File: src/rtl/huffman_pkg.sv
// huffman_pkg: shared symbol width, default address width and phase encoding
package huffman_pkg;
    localparam int SYM_W  = 8;
    localparam int AW_DEF = 8;
    typedef enum logic [2:0] {
        S_IDLE, S_CLEAR, S_COUNT, S_BUILD, S_ENCODE, S_FLUSH, S_FIN
    } state_t;
endpackage

File: src/rtl/huffman_sym_fifo.sv
// huffman_sym_fifo: 2-entry symbol FIFO with registered head and occupancy count
module huffman_sym_fifo
    import huffman_pkg::*;
(
    input  logic             clk,
    input  logic             rst_n,
    input  logic             push,
    input  logic             pop,
    input  logic [SYM_W-1:0] din,
    output logic [SYM_W-1:0] head,
    output logic [1:0]       count
);
    logic [SYM_W-1:0] tail;
    logic do_pop, do_push;
    assign do_pop  = pop && count != 2'd0;
    assign do_push = push && (count != 2'd2 || do_pop);
    // head always holds the oldest entry so the consumer sees it without a read cycle
    always_ff @(posedge clk or negedge rst_n) begin
        if (!rst_n) begin
            head  <= '0;
            tail  <= '0;
            count <= '0;
        end else if (do_push && do_pop) begin
            if (count == 2'd2) begin
                head <= tail;
                tail <= din;
            end else begin
                head <= din;
            end
        end else if (do_pop) begin
            head  <= tail;
            count <= count - 2'd1;
        end else if (do_push) begin
            if (count == 2'd0) head <= din;
            else tail <= din;
            count <= count + 2'd1;
        end
    end
endmodule

File: src/rtl/huffman_ctrl.sv
// huffman_ctrl: phase sequencer clear/count/build/encode/flush for the Huffman datapath
module huffman_ctrl
    import huffman_pkg::*;
#(
    parameter int AW = AW_DEF
) (
    input  logic             clk,
    input  logic             rst_n,
    input  logic             start,
    input  logic [AW:0]      len,
    output logic             busy,
    output logic             done,
    output logic             src_rd,
    output logic [AW-1:0]    src_addr,
    input  logic [SYM_W-1:0] src_data,
    output logic             freq_clr,
    output logic             freq_inc,
    output logic [SYM_W-1:0] freq_sym,
    output logic             tree_start,
    input  logic             tree_done,
    output logic             enc_valid,
    output logic [SYM_W-1:0] enc_sym,
    input  logic             enc_ready,
    output logic             enc_flush,
    input  logic             flush_done
);
    localparam logic [AW:0] ONE = 1;

    state_t state, prev_state, next_state;
    logic [AW:0] len_q, rd_cnt, acc_cnt;
    logic rd_q, first, accept, room, fifo_push;
    logic [SYM_W-1:0] fifo_head;
    logic [1:0] fifo_cnt;

    // a state is on its first cycle whenever it differs from last cycle's state
    assign first     = state != prev_state;
    assign accept    = enc_valid && enc_ready;
    // a pop this cycle frees a slot, which keeps one accept per cycle sustainable
    assign room      = ({1'b0, fifo_cnt} + {2'b00, rd_q}) < (3'd2 + {2'b00, accept});
    assign fifo_push = rd_q && state == S_ENCODE;
    assign freq_inc  = rd_q && state == S_COUNT;
    assign freq_sym  = freq_inc ? src_data : '0;
    assign src_addr  = src_rd ? rd_cnt[AW-1:0] : '0;
    assign enc_valid = fifo_cnt != 2'd0;
    assign enc_sym   = enc_valid ? fifo_head : '0;

    huffman_sym_fifo u_fifo (
        .clk   (clk),
        .rst_n (rst_n),
        .push  (fifo_push),
        .pop   (accept),
        .din   (src_data),
        .head  (fifo_head),
        .count (fifo_cnt)
    );

    // state register plus a one-cycle history used to detect state entry
    always_ff @(posedge clk or negedge rst_n) begin
        if (!rst_n) begin
            state      <= S_IDLE;
            prev_state <= S_IDLE;
        end else begin
            state      <= next_state;
            prev_state <= state;
        end
    end

    // next-state and phase strobes
    always_comb begin
        next_state = state;
        busy       = state != S_IDLE;
        done       = 1'b0;
        src_rd     = 1'b0;
        freq_clr   = 1'b0;
        tree_start = 1'b0;
        enc_flush  = 1'b0;
        case (state)
            S_IDLE:   if (start) next_state = S_CLEAR;
            S_CLEAR: begin
                freq_clr   = 1'b1;
                next_state = len_q == '0 ? S_FIN : S_COUNT;
            end
            S_COUNT: begin
                src_rd = rd_cnt < len_q;
                if (rd_q && rd_cnt == len_q) next_state = S_BUILD;
            end
            S_BUILD: begin
                tree_start = first;
                if (tree_done) next_state = S_ENCODE;
            end
            S_ENCODE: begin
                src_rd = rd_cnt < len_q && room;
                if (accept && acc_cnt + ONE == len_q) next_state = S_FLUSH;
            end
            S_FLUSH: begin
                enc_flush = first;
                if (flush_done) next_state = S_FIN;
            end
            S_FIN: begin
                done       = 1'b1;
                next_state = S_IDLE;
            end
            default:  next_state = S_IDLE;
        endcase
    end

    // length latch, read/accept counters (one bit wider than the address so LEN=2^AW never wraps)
    always_ff @(posedge clk or negedge rst_n) begin
        if (!rst_n) begin
            len_q   <= '0;
            rd_cnt  <= '0;
            acc_cnt <= '0;
            rd_q    <= 1'b0;
        end else begin
            rd_q <= src_rd;
            if (state == S_IDLE && start) len_q <= len;
            rd_cnt  <= src_rd ? rd_cnt + ONE : (state == S_BUILD || state == S_IDLE) ? '0 : rd_cnt;
            acc_cnt <= accept ? acc_cnt + ONE : state == S_IDLE ? '0 : acc_cnt;
        end
    end
endmodule

File: config.mk
export PLATFORM = sky130hd
export DESIGN_NAME = huffman_ctrl
export DESIGN_NICKNAME = d
export VERILOG_FILES = /design/src/rtl/huffman_pkg.sv /design/src/rtl/huffman_sym_fifo.sv /design/src/rtl/huffman_ctrl.sv
export SDC_FILE = /design/constraint.sdc
export NUM_CORES = 1
export LEC_CHECK = 0
export CAP_MARGIN = 20
export CELL_PAD_IN_SITES_DETAIL_PLACEMENT = 2
export CELL_PAD_IN_SITES_GLOBAL_PLACEMENT = 2
export CORE_ASPECT_RATIO = 1.4
export CORE_MARGIN = 5
export CORE_UTILIZATION = 35
export DETAILED_ROUTE_END_ITERATION = 7
export PLACE_DENSITY = 0.91
export SETUP_SLACK_MARGIN = 0.05
export SLEW_MARGIN = 10
export SYNTH_ARGS = -nofsm -noshare
export SYNTH_HDL_FRONTEND = slang
export SYNTH_SLANG_ARGS = --single-unit
File: constraint.sdc
create_clock -name clk -period 6.5 [get_ports clk]
set_input_delay 1.3 -clock clk [delete_from_list [all_inputs] [get_ports clk]]
set_output_delay 1.3 -clock clk [all_outputs]
set_load 0.005 [all_outputs]
**After elaboration in Yosys (flattened, before gate mapping)**

Index checks and enable logic that the tools add are counted.

- Add/subtract/negate cells: 6
- $lt $le $gt $ge: 2
- Equal/unequal tests: 19
- Muxes and demuxes: 31
- Bitwise logic cells: 1
- Reductions and logical operators: 27

Operators with widths:

| kind | count |
|---|---|
| 8-bit two-way mux | 13 |
| 9-bit two-way mux | 4 |
| 9-bit by 1-bit adder with 9-bit output, second input constant | 2 |
| 9-bit == test | 2 |
| 3-bit two-way mux | 6 |
| 3-bit case mux with 6 select lines | 1 |
| 2-bit inequality test, second input constant | 6 |
| 1-bit logical AND | 10 |
| 2-bit nonzero test | 5 |
| 3-bit == test, second input constant | 3 |
| 9-bit logical NOT | 1 |
| 9-bit < comparator | 1 |
| 3-bit nonzero test | 3 |
| 3-bit by 2-bit == test with 1-bit output, second input constant | 2 |
| 2-bit by 1-bit inequality test with 1-bit output, second input constant | 3 |
| 5-bit AND reduction | 1 |
| 1-bit two-way mux | 4 |
| 2-bit two-way mux | 2 |
| 2-bit AND reduction | 2 |
| 4-bit AND reduction | 1 |
| 2-bit by 1-bit adder with 3-bit output | 1 |
| 2-bit by 1-bit adder with 3-bit output, first input constant | 1 |
| 3-bit by 1-bit == test with 1-bit output, second input constant | 1 |
| 3-bit logical NOT | 1 |
| other kinds (9) | 10 |

- Register bits after elaboration: 52
- Input bits: 23
- Logic and storage cells: 95

**Depth between registers and ports, before layout**

- Depth after elaboration: 8
- Depth in mapped cells: 8
- Depth with buffers taken out: 7

**Hierarchy**

From an unflattened synthesis, not the netlist that was laid out.

- Cell total of the unflattened synthesis: 359
- Area, all modules: 3377.0 sq um

By module, submodules not included:

| module | instances | cells an instance | area an instance (sq um) | sequential area each (sq um) |
|---|---|---|---|---|
| huffman_ctrl | 1 | 272 | 2364.8 | 850.8 |
| huffman_sym_fifo | 1 | 87 | 1012.2 | 450.4 |

**Worst setup path after synthesis**

Ideal clock, no wire load.

- Kind: input -> output
- Start: in enc_ready
- End: out src_addr[0]
- Arrival: 1.907 ns
- Data required time: 5.200 ns
- Slack: 3.293 ns
- Cell stages on the path: 4
- Path through: o21ai_2 > nor3_4 > o21ai_2 > nor3_1

- Cells in the longest elaborated chain, start to end: 6

RTL lines:

| element | line | source |
|---|---|---|
| start: declaration | huffman_ctrl.sv:23 | `input logic enc_ready,` |
| 1-bit logical AND | huffman_ctrl.sv:37 | `assign accept = enc_valid && enc_ready;` |
| 2-bit by 1-bit adder with 3-bit output | huffman_ctrl.sv:39 | `assign room = ({1'b0, fifo_cnt} + {2'b00, rd_q}) < (3'd2 + {2'b00, accept});` |
| 3-bit < comparator | huffman_ctrl.sv:39 |  |
| 1-bit logical AND | huffman_ctrl.sv:92 | `src_rd = rd_cnt < len_q && room;` |
| 1-bit case mux with 2 select lines | huffman_ctrl.sv:77 | `case (state)` |
| 8-bit two-way mux | huffman_ctrl.sv:43 | `assign src_addr = src_rd ? rd_cnt[AW-1:0] : '0;` |
| end: declaration | huffman_ctrl.sv:14 | `output logic [AW-1:0] src_addr,` |

No other way between the ends.

**Final worst setup path**

- Start: in enc_ready
- End: out src_rd

- Cells in the longest elaborated chain, start to end: 5

RTL lines:

| element | line | source |
|---|---|---|
| 1-bit logical AND | huffman_ctrl.sv:37 |  |
| 2-bit by 1-bit adder with 3-bit output | huffman_ctrl.sv:39 |  |
| 3-bit < comparator | huffman_ctrl.sv:39 |  |
| 1-bit logical AND | huffman_ctrl.sv:92 |  |
| 1-bit case mux with 2 select lines | huffman_ctrl.sv:77 |  |
| end: declaration | huffman_ctrl.sv:13 | `output logic src_rd,` |

No other way between the ends.

==> flow_metrics.env <==
export IMPL_cts_max_level=2
export IMPL_rsz0062_at_grt="false"
export IMPL_dieArea_sq_um=11400
export IMPL_drt_first_iter_violations=70
export IMPL_tightest_slew_ps=760
export IMPL_synth_edf_count=0
export IMPL_crit_arrival_ps=3490
export IMPL_hp_class="register to register"
export IMPL_slew_viol_final=0
export IMPL_cp_slowest_cell="clkdlybuf4s50_1"
export IMPL_place_area_sq_um=3870
export IMPL_cap_violations=0
export IMPL_vias=3033
export IMPL_crit_type="primary input to primary output"
export IMPL_diodes=0
export IMPL_timing_rr_end="rd_cnt[7]"
export IMPL_cts_resized=0
export IMPL_worstPathCellList="clkdlybuf4s50_1 -> o21ai_2 -> nor3_4 -> o21ai_2 -> nor2_4 -> clkdlybuf4s50_1"
export IMPL_finalCriticalPeriod_ps=4790
export IMPL_netlist_area_sq_um=3270
export IMPL_grt_use_total_pct=20.4
export IMPL_p_leak_nw=1.76
export IMPL_viasPerCell=5.97
export IMPL_hold_depth=2
export IMPL_synth_top_area_share_pct=39.8
export IMPL_design_area_sq_um=4040
export IMPL_setup_viol=0
export IMPL_clkSlewWorstSetupHoldPaths_ps=70
export IMPL_slew_headroom_pct=49.1
export IMPL_grt_antenna_before_repair=0
export IMPL_async_flop_share_pct=100
export IMPL_clk_latency_ps=300
export IMPL_cp_slowest_stage_delay_ps=600
export IMPL_period_share_pct=73.7
export IMPL_total_power_mw=1.53
export IMPL_start_util_pct=36.0
export IMPL_critPathLaunchType="primary input"
export IMPL_syn_num_nets=388
export IMPL_die_h_microns=124
export IMPL_clockRootBuffer="clkbuf_16"
export IMPL_die_x_microns=91.7
export IMPL_hold_end="u_fifo.head[7]"
export IMPL_port_buffer_count=54
export IMPL_fin_nets=436
export IMPL_regToRegSetupSlack_ps=3930
export IMPL_rr_worst_depth=7
export IMPL_yosysSeqAreaShare_pct=39.8
export IMPL_drc=0
export IMPL_cp_end_kind="primary output"
export IMPL_grt_pass1_vias=3388
export IMPL_numCtsBuffers=5
export IMPL_grt_max_degree=53
export IMPL_synth_cell_types=58
export IMPL_synth_top_area_cell="dfrtp_1"
export IMPL_grt_ovfl_total=0
export IMPL_drive_above_1_share_pct=7.23
export IMPL_gp_congestion=0.830
export IMPL_hold_violations=0
export IMPL_syn_inst=352
export IMPL_ant_nets=0
export IMPL_cts_setup_buffers=0
export IMPL_fmax_mhz=209
export IMPL_rows=41
export IMPL_ys_top_cells_by_area="dfrtp_1 (40%), ha_1 (5.0%), nand2_1 (4.1%), mux2_1 (3.4%), o21ai_0 (3.2%)"
export IMPL_grt_pass1_wl_microns=18400
export IMPL_final_core_util_pct=44.5
export IMPL_dr_pass1_iters=4
export IMPL_hold_path_startpoint="u_fifo.head[7]"
export IMPL_fin_skew_ps=11.2
export IMPL_crit_required_ps=5200
export IMPL_wirelength_microns=11500
export IMPL_yosys_warnings=0
export IMPL_synthTopCellsByCount="dfrtp_1 (52), nand2_1 (36), o21ai_0 (21), nor2_1 (20), inv_1 (17)"
export IMPL_ir_worst_vdd_v=0.000148
export IMPL_crit_fanout=12
export IMPL_holdBufCountCts=0
export IMPL_area_growth_synth_to_final_pct=23.6
export IMPL_fin_setup_tns_ps=0
export IMPL_pwr_density_cell_nw_per_um2=379
export IMPL_clk_path_buf_depth=2
export IMPL_ioPinCount=55
export IMPL_dp_hpwl_microns=8300
export IMPL_cts_sinks=52
export IMPL_cts_tree="built"
export IMPL_drt_wirelength_per_cell_microns=22.6
export IMPL_synth_most_common_cell="dfrtp_1"
export IMPL_ys_ff_latch=52
export IMPL_synth_main_ff_cell="dfrtp_1"
export IMPL_status="finished clean"
export IMPL_rr_startpoint="u_fifo.count[0]"
export IMPL_syn_area_per_cell_sq_um=9.28
export IMPL_core_area_sq_um=9080
==> worst max-delay path, delay by kind of cell <==
kind            cells  cell delay, ps
buf+inv             2            1150
simple gates        2             570
compound gates      2             460
==> cell families (layout without fill, tap and decap cells) <==
kind of cell               after synthesis  in the layout  share of synthesized area (%)
muxes                                   20             20                           6.59
and+or+nand+nor                        140            140                           23.2
buffers and inverters                   33             82                           4.13
xor gates and xnor gates                10             10                           2.68
adders and majority gates               13             13                           4.98
AOI/OAI and AO/OA                       84             84                           18.6
DFF                                     52             52                           39.8
==> metal layers <==
layer	wire, microns	part of all wire (%)	track usage [%]	up-vias
met4	374	3.3	9.33	0
li1	-	-	-	1358
met5	0	0	0	-
met1	4440	39	21.8	1560
met2	6280	55	38.4	79
met3	361	3.2	3.08	36
==> how the worst max path moves through the flow <==
stage	from	slack (ps)	to	cells after the start
global placement	enc_ready	1850	src_rd	6
detailed placement	enc_ready	1750	src_rd	6
floorplan	enc_ready	3290	src_addr[0]	4
CTS	enc_ready	1710	src_rd	6
finish	enc_ready	1710	src_rd	6
global route	enc_ready	1570	src_rd	6
==> metrics by stage <==
step / instances / setup WS [ps] / hold slack, ps
after global placement: 498 / 1850 / 460
final: 508 / 1710 / 487
after detailed placement: 498 / 1750 / 475
after global routing: 508 / 1570 / 508
after floorplan: 352 / 3290 / 349
after CTS: 506 / 1710 / 490
==> cell usage in the layout, fill, tap and decap left out, drive strengths merged, types with 2 or more instances in the layout <==
master and n:
xor2 4, nand3b 3, nor3 8, or2 2, a31oi 4, and3 15
o31ai 4, xnor2 6, nand2b 5, nor4b 2, a21oi 9, nor3b 2
a221o 5, clkbuf 6, mux2i 8, dfrtp 52, buf 4, o22ai 4
nor2b 12, inv 17, a211o 2, nand3 12, ha 13, nand4 3
a21o 2, o21a 3, o21ai 35, mux2 12, clkinvlp 2, nand2 36
a211oi 3, a41oi 3, nor2 21, and2 11, clkdlybuf4s50 53, nor4 5
==> flip-flops by register name (all words and copies together), names as in the netlist <==
signal        flops
u_fifo.head       8
prev_state        3
rd_q              1
len_q             9
acc_cnt           9
u_fifo.count      2
u_fifo.tail       8
state             3
rd_cnt            9
==> power by group <==
group          leakage, nW  internal [mW]  switching, mW
Clock               0.0691          0.154          0.128
Sequential           0.685          0.413          0.127
Combinational         1.01          0.305          0.406
==> cell type report <==
cell class / instances / area, sq um
Sequential cell: 52 / 1300
Tap cell: 107 / 134
Multi-Input combinational cell: 267 / 1830
Inverter: 17 / 63.8
Timing Repair Buffer: 57 / 556
Clock buffer: 6 / 139
Fill cell: 983 / 5040
Clock inverter: 2 / 15.0
Power figures use the tool's default switching activity.
